[config.mk]
export PLATFORM = sky130hd
export DESIGN_NAME = uart_tx_arbiter
export DESIGN_NICKNAME = d
export VERILOG_FILES = /design/src/rtl/uart_tx_arbiter.sv
export SDC_FILE = /design/constraint.sdc
export NUM_CORES = 1
export LEC_CHECK = 0
export BUFFER_PORTS_ARGS = -buffer_cell sky130_fd_sc_hd__buf_2
export CELL_PAD_IN_SITES_DETAIL_PLACEMENT = 0
export CELL_PAD_IN_SITES_GLOBAL_PLACEMENT = 1
export CORE_UTILIZATION = 34
export CTS_CLUSTER_SIZE = 40
export DETAILED_ROUTE_END_ITERATION = 8
export HOLD_SLACK_MARGIN = 0.12
export PLACE_DENSITY = 0.86
export SYNTH_ARGS = -nofsm -noshare
export SYNTH_HDL_FRONTEND = slang
export SYNTH_SLANG_ARGS = --single-unit
[constraint.sdc]
create_clock -name clk -period 4.9 [get_ports clk]
set_input_delay 0.98 -clock clk [delete_from_list [all_inputs] [get_ports clk]]
set_output_delay 0.98 -clock clk [all_outputs]
set_load 0.02 [all_outputs]
[src/rtl/uart_tx_arbiter.sv]
// Round-robin arbiter sharing one Duplex UART transmitter among NUM_REQ requesters.
// Optional watchdog abort is compiled in when UART_ARB_TIMEOUT_EN is defined.
module uart_tx_arbiter #(
    parameter int unsigned NUM_REQ     = 4,
    parameter int unsigned DATA_W      = 8,
    parameter int unsigned TIMEOUT_CYC = 65535
) (
    input  logic                      clk,
    input  logic                      reset,
    input  logic [NUM_REQ-1:0]        req,
    input  logic [NUM_REQ*DATA_W-1:0] req_data,
    input  logic [NUM_REQ*2-1:0]      req_parity,
    input  logic [NUM_REQ*2-1:0]      req_baud,
    output logic [NUM_REQ-1:0]        gnt,
    output logic [NUM_REQ-1:0]        done,
    output logic                      busy,
    output logic                      timeout_err,
    output logic                      uart_send,
    output logic [DATA_W-1:0]         uart_data,
    output logic [1:0]                uart_parity_type,
    output logic [1:0]                uart_baud_rate,
    input  logic                      uart_tx_active,
    input  logic                      uart_tx_done
);
    localparam int unsigned IDX_W  = (NUM_REQ > 1) ? $clog2(NUM_REQ) : 1;
    localparam int unsigned SCAN_W = IDX_W + 1;

    typedef enum logic [2:0] {
        IDLE,
        LAUNCH,
        WAIT_ACTIVE,
        WAIT_DONE,
        RELEASE
    } state_t;

    state_t              state, state_next;
    logic [IDX_W-1:0]    ptr, winner, pick;
    logic [SCAN_W-1:0]   scan;
    logic                found;
    logic [DATA_W-1:0]   sel_data;
    logic [1:0]          sel_parity, sel_baud;
    logic                tx_done_q, done_pend, done_rise;

    assign done_rise = uart_tx_done & ~tx_done_q;

    // Scan ptr, ptr+1, ... with modulo wrap; first set request wins.
    always_comb begin
        pick  = ptr;
        found = 1'b0;
        scan  = '0;
        for (int unsigned k = 0; k < NUM_REQ; k++) begin
            scan = {1'b0, ptr} + SCAN_W'(k);
            if (scan >= SCAN_W'(NUM_REQ))
                scan = scan - SCAN_W'(NUM_REQ);
            if (!found && req[scan[IDX_W-1:0]]) begin
                found = 1'b1;
                pick  = scan[IDX_W-1:0];
            end
        end
    end

    always_comb begin
        sel_data   = '0;
        sel_parity = '0;
        sel_baud   = '0;
        for (int unsigned k = 0; k < NUM_REQ; k++) begin
            if (pick == IDX_W'(k)) begin
                sel_data   = req_data[k*DATA_W +: DATA_W];
                sel_parity = req_parity[k*2 +: 2];
                sel_baud   = req_baud[k*2 +: 2];
            end
        end
    end

`ifdef UART_ARB_TIMEOUT_EN
    localparam int unsigned CNT_W = $clog2(TIMEOUT_CYC + 1);

    logic [CNT_W-1:0] cnt;
    logic             timed_out, timeout_hit;

    // cnt lags cycles-since-LAUNCH by one, so RELEASE lands TIMEOUT_CYC cycles after LAUNCH.
    assign timeout_hit = ((state == WAIT_ACTIVE) || (state == WAIT_DONE)) &&
                         (cnt == CNT_W'(TIMEOUT_CYC - 2));

    always_ff @(posedge clk) begin
        if (reset) begin
            cnt       <= '0;
            timed_out <= 1'b0;
        end else begin
            if (state == LAUNCH)
                cnt <= '0;
            else if ((state == WAIT_ACTIVE) || (state == WAIT_DONE))
                cnt <= cnt + CNT_W'(1);
            timed_out <= timeout_hit;
        end
    end
`endif

    always_ff @(posedge clk) begin
        if (reset) begin
            state            <= IDLE;
            ptr              <= '0;
            winner           <= '0;
            uart_data        <= '0;
            uart_parity_type <= '0;
            uart_baud_rate   <= '0;
            tx_done_q        <= 1'b0;
            done_pend        <= 1'b0;
        end else begin
            state     <= state_next;
            tx_done_q <= uart_tx_done;
            if ((state == IDLE) && found) begin
                winner           <= pick;
                uart_data        <= sel_data;
                uart_parity_type <= sel_parity;
                uart_baud_rate   <= sel_baud;
            end
            // A done edge arriving with active would be lost to tx_done_q in WAIT_DONE; hold it.
            if (state == LAUNCH)
                done_pend <= 1'b0;
            else if ((state == WAIT_ACTIVE) && uart_tx_active && done_rise)
                done_pend <= 1'b1;
            if (state == RELEASE)
                ptr <= (winner == IDX_W'(NUM_REQ - 1)) ? '0 : winner + IDX_W'(1);
        end
    end

    always_comb begin
        state_next  = state;
        gnt         = '0;
        done        = '0;
        busy        = (state != IDLE);
        uart_send   = 1'b0;
        timeout_err = 1'b0;
        case (state)
            IDLE: begin
                if (found)
                    state_next = LAUNCH;
            end
            LAUNCH: begin
                gnt[winner] = 1'b1;
                uart_send   = 1'b1;
                state_next  = WAIT_ACTIVE;
            end
            WAIT_ACTIVE: begin
                uart_send = 1'b1;
                if (uart_tx_active)
                    state_next = WAIT_DONE;
            end
            WAIT_DONE: begin
                if (done_rise || done_pend)
                    state_next = RELEASE;
            end
            RELEASE: begin
                done[winner] = 1'b1;
`ifdef UART_ARB_TIMEOUT_EN
                timeout_err  = timed_out;
`endif
                state_next   = IDLE;
            end
            default: state_next = IDLE;
        endcase
`ifdef UART_ARB_TIMEOUT_EN
        if (timeout_hit)
            state_next = RELEASE;
`endif
    end

endmodule
# --- Word level (Yosys, flattened, before mapping) ---
# Index checks and enable logic that the tools add are counted.
totals:
  output_inout_bits: 23
  elab_cells: 98
  register_bits: 21
  in_bits: 56
op_classes:
  n_lt_le_gt_ge: 10
  n_addsub: 8
  mux: 42
  n_reduce_logical: 17
  n_bitwise: 2
  eq_ne: 11
op_table:
  columns: ["cell", "count"]
  rows:
  - ["two-way mux 2 bit", 17]
  - ["two-way mux 8 bit", 4]
  - ["< comparator 2 x 3 -> 1 bit (second input constant)", 5]
  - ["case mux 3 bit (4 select lines)", 1]
  - ["two-way mux 1 bit", 10]
  - ["greater-or-equal comparator 3 bit (second input constant)", 3]
  - ["two-way mux 3 bit", 3]
  - ["binary-select mux 1 bit (select 2 bit)", 4]
  - ["two-way mux 4 bit", 2]
  - ["subtractor 2 x 1 -> 2 bit (second input constant)", 4]
  - ["logical AND 1 bit", 7]
  - ["adder 2 x 2 -> 3 bit (second input constant)", 2]
  - ["== test 2 bit (second input constant)", 3]
  - ["== test 3 x 2 -> 1 bit (second input constant)", 2]
  - ["!= test 2 bit (second input constant)", 3]
  - ["OR reduction 2 bit", 2]
  - ["adder 2 x 1 -> 3 bit (second input constant)", 1]
  - ["== test 3 x 1 -> 1 bit (second input constant)", 1]
  - ["== test 3 bit (second input constant)", 1]
  - ["greater-or-equal comparator 2 x 3 -> 1 bit (second input constant)", 1]
  - ["zero test 1 bit", 3]
  - ["zero test 3 bit", 1]
  - ["AND reduction 3 bit", 1]
  - ["nonzero test 3 bit", 1]
  - ["other kinds (8)", 8]

# --- Depth between registers and ports, before layout ---
# Gate-level depths: netlist of run 1.
depth:
  ltp_word: 19
  ltp_mapped: 8
  ltp_nobuf: 5

# --- Least setup slack after synthesis of run 1 ---
# Ideal clock, no wire load.
synth_timing:
  path_kind: "input-to-reg"
  start: "in req[0]"
  end: "reg uart_data[2]"
  cell_stages: 7
  path_slack_ns: 2.563
  path_buffers: 2
  setup_ns: 0.122
  required_time_ns: 4.778
  arrival_time_ns: 2.215
  cell_sequence: "buf_2 -> nand2b_1 -> a21boi_1 -> nor3_4 -> buf_4 -> a211oi_1 -> o31ai_1"
synth_between:
  elab_chain_len: 17
  elab_cells_between_ends: 31
  classes_between: "eq/ne (3); mux (20); reduce/logical (8)"
synth_rtl:
  columns: ["item", "line_no", "rtl"]
  rows:
  - ["start, declared", "10", "input logic [NUM_REQ-1:0] req,"]
  - ["binary-select mux 1 bit (select 2 bit)", "55", "if (!found && req[scan[IDX_W-1:0]]) begin"]
  - ["two-way mux 1 bit (not written as such)", "55", null]
  - ["two-way mux 1 bit", "55", null]
  - ["zero test 1 bit", "55", null]
  - ["logical AND 1 bit", "55", null]
  - ["two-way mux 1 bit", "55", null]
  - ["zero test 1 bit", "55", null]
  - ["logical AND 1 bit", "55", null]
  - ["two-way mux 1 bit", "55", null]
  - ["zero test 1 bit", "55", null]
  - ["logical AND 1 bit", "55", null]
  - ["two-way mux 2 bit", "55", null]
  - ["zero test 2 bit", "67", "if (pick == IDX_W'(k)) begin"]
  - ["two-way mux 8 bit (4 in a row)", "67", null]
  - ["end signal, assigned", "114", "uart_data <= sel_data;"]
  - ["end, declared", "19", "output logic [DATA_W-1:0] uart_data,"]
# Parallel ways exist; a longest one is shown, timed or not. The select of a mux whose other input is x is not followed.
# A chain may end at the register's enable or synchronous reset.

# --- Worst setup path in the final report of run 1 ---
layout_timing:
  start: "reg state[2]"
  end: "out done[0]"
layout_between:
  elab_chain_len: 2
layout_rtl:
  columns: ["item", "line_no", "rtl"]
  rows:
  - ["start, declared", "36", "state_t state, state_next;"]
  - ["start signal, assigned", "110", "state <= state_next;"]
  - ["== test 3 bit", "135", "case (state)"]
  - ["two-way mux 4 bit", "135", null]
  - ["end, declared", "15", "output logic [NUM_REQ-1:0] done,"]
# No other way between the ends.

==> impl_table.tex, run 1 <==
\begin{tabular}{lr}
\hline
Metric & Value \\
\hline
\multicolumn{2}{l}{\textbf{STA}} \\
\quad Final worst-path cycle share & 54.3\% \\
\quad Maximum clock rate & 376 MHz \\
\quad Post-layout worst setup margin & 2.24 ns \\
\quad Number of pins exceeding their max-slew limit in the final report & 0 \\
\quad Worst-Margin Slew & 0.920 ns \\
\quad Worst hold slack & 0.452 ns \\
\quad Final number of hold-violating endpoints & 0 \\
\quad Setup repair after global routing missed its margin & no \\
\quad Final-report setup violation count & 0 \\
\quad Fin crit period & 2.66 ns \\
\quad Max Clock Skew & 0.00990 ns \\
\quad Worst slew margin relative to its limit & 38.7\% \\
\quad Fin Setup TNS & 0 ns \\
\multicolumn{2}{l}{\textbf{Clock network}} \\
\quad Worst skew pair latency & 0.26 ns \\
\quad Resize count post-CTS & 0 \\
\quad Sink count of the clock tree & 21 \\
\quad Clock-pin slew on the worst setup and hold paths & 0.08 ns \\
\quad CTS tree & yes \\
\quad Maximum level of the CTS H-tree & 1 \\
\quad Count of hold-fix buffers inserted at cts & 0 \\
\quad TritonCTS buffer count & 3 \\
\quad Clk buf depth & 2 \\
\quad Post-CTS setup-driven buffer insertion count & 0 \\
\quad Clock tree root buffer cell & clkbuf\_8 \\
\multicolumn{2}{l}{\textbf{Setup path}} \\
\quad Required time at the endpoint of the critical path & 3.92 ns \\
\quad Critical Setup Path Class & flip-flop to primary output \\
\quad Setup crit end kind & primary output \\
\quad Maximum fanout along the worst path & 7 \\
\quad WP data arrival & 1.68 ns \\
\quad Startpoint Class & flip-flop \\
\multicolumn{2}{l}{\textbf{Synthesis}} \\
\quad Post-synth ARST share & 0\% \\
\quad Average size of a mapped cell & 7.83 um\^{}2 \\
\quad Distinct cells, synth & 47 \\
\quad Number of flops mapped to enable cells by yosys & 0 \\
\quad Most instantiated flip-flop cell in the synthesis netlist & dfxtp\_1 \\
\quad Mapped Area & 1590 um\^{}2 \\
\quad Count of mapped cells out of synthesis & 203 \\
\quad Synthesized net count & 263 \\
\quad Count of warnings emitted by yosys & 0 \\
\quad Cell accounting for the most synthesized area & dfxtp\_1 \\
\quad Sequential-to-total area share from yosys stat & 26.5\% \\
\quad Biggest area contributors in the synthesized netlist & dfxtp\_1, mux2i\_1, a21oi\_1 \\
\quad FF+latch count, synth & 21 \\
\quad Post-synth top area share & 26.5\% \\
\multicolumn{2}{l}{\textbf{Placement}} \\
\quad Estimated wirelength of the detail-placed design & 3390 um \\
\quad RD Place Congestion & 0.846 \\
\quad Input/output buffers & 77 \\
\quad Worst slack at placement & 1.98 ns \\
\multicolumn{2}{l}{\textbf{Finish}} \\
\quad Area delta synth->final & 25.7\% \\
\quad Net total in the final layout & 332 \\
\quad Ant. Diodes & 0 \\
\quad Commonest cells after routing, fill and taps aside & buf\_2, dfxtp\_1, inv\_1 \\
\quad Area occupied by multi-input gates & 1010 um\^{}2 \\
\quad Fill cell count & 475 \\
\quad Register Area & 420 um\^{}2 \\
\quad Most frequent standard cell in the layout excluding fill and tap cells & buf\_2 \\
\quad Layout cell share with drive strength beyond 1 & 33.2\% \\
\multicolumn{2}{l}{\textbf{Route}} \\
\quad Detail-routed via count per cell & 5.14 \\
\quad Residual DRC count & 0 \\
\quad Routed length per placed instance & 13.4 um \\
\quad Antenna Violating Nets Remaining & 0 \\
\quad Number of DRC violations after detailed-routing iteration 0 & 123 \\
\quad Total wire length after detailed routing & 4330 um \\
\quad Number of detailed-route iterations in the first pass & 6 \\
\quad Vias & 1659 \\
\multicolumn{2}{l}{\textbf{Floorplan}} \\
\quad Cell row count & 24 \\
\quad Die outline area & 4950 um\^{}2 \\
\quad Top-level I/O count & 79 \\
\quad Core box area & 4410 um\^{}2 \\
\quad Horiz. Die Dim & 70.4 um \\
\quad Starting density of the core & 36.0\% \\
\quad Floorplan die height & 70.4 um \\
\multicolumn{2}{l}{\textbf{Pwr}} \\
\quad Worst supply voltage drop on vdd & 0.234 mV \\
\quad Standby leakage power & 0.926 nW \\
\quad P per Cell Area & 390 nW/um\^{}2 \\
\multicolumn{2}{l}{\textbf{GRT}} \\
\quad Sum of overflow across all layers after global routing & 0 \\
\quad GRT Overall Usage & 17.8\% \\
\quad Pin count of the biggest net entering global routing & 18 \\
\quad Number of global-route vias before repair & 1546 \\
\quad Antenna violations before repair & 0 \\
\quad First-pass GRT wire length & 7110 um \\
\multicolumn{2}{l}{\textbf{Outcome}} \\
\quad Status & complete, no violations \\
\multicolumn{2}{l}{\textbf{Min path}} \\
\quad Type of the tightest min-delay check & flip-flop to flip-flop \\
\multicolumn{2}{l}{\textbf{Flow run}} \\
\quad Reported max-cap violation count & 0 \\
\hline
\end{tabular}
## flip-flops by register name, indices dropped and copies added (netlist names)
name	flops
tx_done_q	1
ptr	2
uart_data	8
winner	2
state	3
uart_parity_type	2
uart_baud_rate	2
done_pend	1
## power breakdown
group	leakage (nW)	total [W]	switching (W)	internal (W)
clock	0.0228	0.000117	0.0000587	0.0000580
sequential	0.173	0.000259	0.0000377	0.000222
combinational	0.730	0.000404	0.000241	0.000163
## worst max-delay path, cell delays in order, from the launching register on
cell	delay [ns]
dfxtp_1	0.41
nor3b_1	0.64
and2_1	0.21
buf_2	0.16
## final cells by class
| class | instances | share of cell area [%] |
|---|---|---|
| clock buffer | 4 | 2.25 |
| inverter | 18 | 3.38 |
| multi-input combinational | 151 | 50.8 |
| sequential | 21 | 21.0 |
| timing repair buffer | 77 | 19.3 |
| tap | 52 | 3.26 |
## Yosys cell counts (2+ instances only)
cell and n:
dfxtp_1 21, nor3_1 4, o2bb2ai_1 5, a21oi_1 17, inv_1 18, buf_6 3
ha_1 4, nor3b_1 2, nor2b_1 7, o21ai_0 9, nand2_1 17, o31ai_1 6
a21oi_2 4, buf_4 3, and2_1 8, o221ai_1 6, o31a_1 5, nor2_1 12
nand3b_1 2, clkbuf_1 4, nand2b_1 5, a211oi_1 5, mux2i_1 10, buf_2 3
## through the flow
step / std cells / util [%] / cell area, um^2 / power, W
floorplan: 203 / - / 1590 / 0.000577
global placement: 319 / 44.2 / 1950 / 0.000664
detailed placement: 319 / 44.2 / 1950 / 0.000669
CTS: 323 / 45.3 / 2000 / 0.000788
global route: 323 / 45.3 / 2000 / 0.000837
finish: 323 / 45.3 / 2000 / 0.000780
## logic make-up after synthesis
| kind of cell | count (synthesis) | synth area share [%] |
|---|---|---|
| and+or+nand+nor | 68 | 23.5 |
| AOI/OAI and AO/OA | 66 | 29.4 |
| buffers and inverters | 31 | 9.68 |
| DFF | 21 | 26.5 |
| muxes | 11 | 7.01 |
| adders and majority gates | 4 | 3.15 |
| other | 1 | 0.236 |
| xor gates and xnor gates | 1 | 0.551 |
## final timing paths
check | startpoint | end | slack [ns] | depth (start not counted)
setup / recovery | state[2]$_SDFFE_PP0P_ | done[0] | 2.24 | 3
hold / removal | uart_data[0]$_SDFFE_PP0P_ | uart_data[0]$_SDFFE_PP0P_ | 0.45 | 2
hold reg to reg | uart_data[0]$_SDFFE_PP0P_ | uart_data[0]$_SDFFE_PP0P_ | 0.45 | 2
setup reg to reg | ptr[1]$_SDFFE_PP0P_ | uart_data[5]$_SDFFE_PP0P_ | 2.67 | 5
## routing by layer
layer / part of all wire (%) / vias up / global-route usage [%] / wire length, um
li1: - / 854 / - / -
met1: 46 / 753 / 22.9 / 1990
met2: 48 / 50 / 31.2 / 2100
met3: 5.4 / 2 / 3.90 / 234
met4: 0.16 / 0 / 2.00 / 7
met5: 0 / - / 0 / 0
Power figures use the tool's default switching activity.
==> run 2: changes to the inputs <==
--- a/config.mk
+++ b/config.mk
@@ -8,11 +8,11 @@
 export BUFFER_PORTS_ARGS = -buffer_cell sky130_fd_sc_hd__buf_2
 export CELL_PAD_IN_SITES_DETAIL_PLACEMENT = 0
 export CELL_PAD_IN_SITES_GLOBAL_PLACEMENT = 1
-export CORE_UTILIZATION = 34
+export CORE_UTILIZATION = 29
 export CTS_CLUSTER_SIZE = 40
 export DETAILED_ROUTE_END_ITERATION = 8
 export HOLD_SLACK_MARGIN = 0.12
-export PLACE_DENSITY = 0.86
+export PLACE_DENSITY = 0.78
 export SYNTH_ARGS = -nofsm -noshare
 export SYNTH_HDL_FRONTEND = slang
 export SYNTH_SLANG_ARGS = --single-unit
==> constraint.sdc (replaced) <==
create_clock -name clk -period 2.4 [get_ports clk]
set_input_delay 0.48 -clock clk [delete_from_list [all_inputs] [get_ports clk]]
set_output_delay 0.48 -clock clk [all_outputs]
set_load 0.02 [all_outputs]
==> impl_table.tex, run 2 (same netlist as run 1, synthesis figures left out) <==
\begin{tabular}{lr}
\hline
Metric & Value \\
\hline
\multicolumn{2}{l}{\textbf{Clock network}} \\
\quad Count of hold-fix buffers inserted at cts & 0 (unchanged) \\
\quad Maximum level of the CTS H-tree & 1 (unchanged) \\
\quad CTS tree & yes \\
\quad Sink count of the clock tree & 21 (unchanged) \\
\quad Resize count post-CTS & 0 (unchanged) \\
\quad Clock-pin slew on the worst setup and hold paths & 0.08 ns (about the same) \\
\quad Post-CTS setup-driven buffer insertion count & 0 (unchanged) \\
\quad Clk buf depth & 2 (unchanged) \\
\quad Clock tree root buffer cell & clkbuf\_8 \\
\quad Worst skew pair latency & 0.26 ns (about the same) \\
\quad TritonCTS buffer count & 3 (unchanged) \\
\multicolumn{2}{l}{\textbf{Setup path}} \\
\quad Required time at the endpoint of the critical path & 2.58 ns (-1.34 ns) \\
\quad Maximum fanout along the worst path & 14 (+7) \\
\quad WP data arrival & 2.03 ns (+0.35 ns) \\
\quad Worst reg2reg setup slack & 0.55 ns (-2.12 ns) \\
\quad Worst Reg-to-Reg Cells & 6 (+1) \\
\quad Maximum cell stage delay along the critical path & 0.41 ns (-0.23 ns) \\
\quad Setup crit end kind & flip-flop \\
\quad Logic depth of the worst setup path including buffers & 6 (+3) \\
\quad Critical path's top delay family & simple AND/OR/NAND/NOR gates \\
\quad CP max-delay cell & or3\_4 \\
\quad Worst r2r src & state[1]\$\_SDFFE\_PP0P\_ \\
\quad Cells along the critical path & or3\_4 > or2\_1 > buf\_4 > nor2\_4 > o21ai\_0 > o31ai\_1 \\
\quad Critical Setup Path Class & flip-flop to flip-flop \\
\quad Startpoint Class & flip-flop \\
\quad Sum of buffers and inverters on the critical path & 1 (unchanged) \\
\quad FF-to-FF End & uart\_data[0]\$\_SDFFE\_PP0P\_ \\
\multicolumn{2}{l}{\textbf{Route}} \\
\quad Residual DRC count & 0 (unchanged) \\
\quad Routed length per placed instance & 12.9 um (-3.9\%) \\
\quad Total wire length after detailed routing & 4460 um (+2.9\%) \\
\quad Vias & 1690 (+1.9\%) \\
\quad Number of DRC violations after detailed-routing iteration 0 & 60 (-51\%) \\
\quad Antenna Violating Nets Remaining & 0 (unchanged) \\
\quad Detail-routed via count per cell & 4.88 (-4.9\%) \\
\quad Number of detailed-route iterations in the first pass & 4 (-2) \\
\multicolumn{2}{l}{\textbf{STA}} \\
\quad Number of pins exceeding their max-slew limit in the final report & 0 (unchanged) \\
\quad Worst slew margin relative to its limit & 63.3\% (+25 points) \\
\quad Fin crit period & 1.85 ns \\
\quad Maximum clock rate & 540 MHz \\
\quad Worst hold slack & 0.434 ns (-0.0175 ns) \\
\quad Final worst-path cycle share & 77.1\% \\
\quad Max Clock Skew & 0.000971 ns (-0.00893 ns) \\
\quad Worst-Margin Slew & 0.549 ns (-0.371 ns) \\
\quad Fin Setup TNS & 0 ns (unchanged) \\
\quad Setup repair after global routing missed its margin & no \\
\quad Final number of hold-violating endpoints & 0 (unchanged) \\
\quad Final-report setup violation count & 0 (unchanged) \\
\multicolumn{2}{l}{\textbf{Floorplan}} \\
\quad Top-level I/O count & 79 (unchanged) \\
\quad Floorplan die height & 76.0 um (+8.0\%) \\
\quad Core box area & 5200 um\^{}2 (+18\%) \\
\quad Horiz. Die Dim & 76.0 um (+8.0\%) \\
\quad Cell row count & 26 (+8.3\%) \\
\quad Die outline area & 5780 um\^{}2 (+17\%) \\
\quad Starting density of the core & 30.5\% (-5.5 points) \\
\multicolumn{2}{l}{\textbf{Pwr}} \\
\quad Sequential power share & 32.8\% (-0.5 points) \\
\quad Part of the power in the clock network & 14.7\% (-0.3 points) \\
\quad Standby leakage power & 0.954 nW (+3.0\%) \\
\quad Net switching share of the total power & 43.1\% (-0.14 points) \\
\quad Internal cell power & 0.000921 W (+110\%) \\
\quad Relative contribution of combinational cells to total power & 52.5\% (+0.7 points) \\
\quad Worst supply voltage drop on vdd & 0.500 mV (+110\%) \\
\quad P per Cell Area & 786 nW/um\^{}2 (+100\%) \\
\quad Psw & 0.000698 W (+110\%) \\
\multicolumn{2}{l}{\textbf{Min path}} \\
\quad WHS Endpoint & tx\_done\_q\$\_SDFF\_PP0\_ \\
\quad Hold path cells & 2 (unchanged) \\
\quad Type of the tightest min-delay check & input port to flip-flop \\
\quad Hold Startpoint & uart\_tx\_done \\
\multicolumn{2}{l}{\textbf{GRT}} \\
\quad Sum of overflow across all layers after global routing & 0 (unchanged) \\
\quad GRT Overall Usage & 15.7\% (-2.1 points) \\
\quad Antenna violations before repair & 0 (unchanged) \\
\quad Pin count of the biggest net entering global routing & 18 (unchanged) \\
\quad Number of global-route vias before repair & 1527 (-1.2\%) \\
\quad First-pass GRT wire length & 7360 um (+3.5\%) \\
\multicolumn{2}{l}{\textbf{Finish}} \\
\quad Commonest cells after routing, fill and taps aside & buf\_2, dfxtp\_1, inv\_1 \\
\quad Registers with the most flip-flops & uart\_data: 8 flops, state: 3 flops \\
\quad Register name with the most flops & uart\_data \\
\quad Largest register FFs & 8 (unchanged) \\
\quad Fill cell count & 573 (+21\%) \\
\quad Util after Layout & 39.6\% (-5.7 points) \\
\quad Area delta synth->final & 29.6\% \\
\quad Net total in the final layout & 337 (+1.5\%) \\
\quad Layout cell share with drive strength beyond 1 & 34.8\% (+1.6 points) \\
\quad Most frequent standard cell in the layout excluding fill and tap cells & buf\_2 \\
\quad Ant. Diodes & 0 (unchanged) \\
\multicolumn{2}{l}{\textbf{Flow run}} \\
\quad Reported max-cap violation count & 0 (unchanged) \\
\multicolumn{2}{l}{\textbf{Placement}} \\
\quad Input/output buffers & 77 (unchanged) \\
\quad Estimated wirelength of the detail-placed design & 3470 um (+2.5\%) \\
\quad RD Place Congestion & 0.714 (-16\%) \\
\multicolumn{2}{l}{\textbf{Outcome}} \\
\quad Status & complete, no violations \\
\hline
\end{tabular}
==> run 2: power groups by stage <==
| stage | Sequential [W] | Combinational [W] | Clock, W |
|---|---|---|---|
| after floorplan | 0.000613 | 0.000565 | 0 |
| after global placement | 0.000540 | 0.000852 | 0 |
| after detailed placement | 0.000538 | 0.000857 | 0 |
| after CTS | 0.000530 | 0.000860 | 0.000245 |
| after global routing | 0.000548 | 0.000947 | 0.000259 |
| final | 0.000530 | 0.000850 | 0.000239 |
==> run 2: how the worst max path moves through the flow <==
stage / end / slack, ns / start
after floorplan: uart_data[2]$_SDFFE_PP0P_ / 0.56 / req[0]
after global placement: uart_data[4]$_SDFFE_PP0P_ / 0.41 / req[3]
after detailed placement: uart_data[4]$_SDFFE_PP0P_ / 0.36 / req[3]
after CTS: uart_data[0]$_SDFFE_PP0P_ / 0.52 / state[1]$_SDFFE_PP0P_
after global routing: uart_data[0]$_SDFFE_PP0P_ / 0.32 / state[1]$_SDFFE_PP0P_
final: uart_data[0]$_SDFFE_PP0P_ / 0.55 / state[1]$_SDFFE_PP0P_
==> run 2: routing by layer <==
layer / routed length (um) / global-route usage (%)
met1: 2070 / 21.4
met2: 2020 / 24.8
met3: 328 / 3.59
met4: 34 / 4.62
met5: 0 / 0
==> run 2: final cells by class <==
type                    instances  area (um^2)  share of cell area [%]
clock buffers                   3         41.3                    2.00
well taps                      70         87.6                    4.25
repair buffers                 82          423                    20.5
clock inverters                 1         5.00                   0.243
multi-input cells             151         1010                    49.3
flip-flops and latches         21          420                    20.4
inverters                      18         67.6                    3.28
==> run 2: stage by stage <==
stage	instances	setup slack, ns	cell area, um^2	power (W)
4_1_cts	346	0.518	2060	0.00164
3_3_place_gp	342	0.410	2010	0.00139
6_report	346	0.549	2060	0.00162
3_5_place_dp	342	0.363	2010	0.00140
2_1_floorplan	203	0.563	1590	0.00118
5_1_grt	346	0.316	2060	0.00175
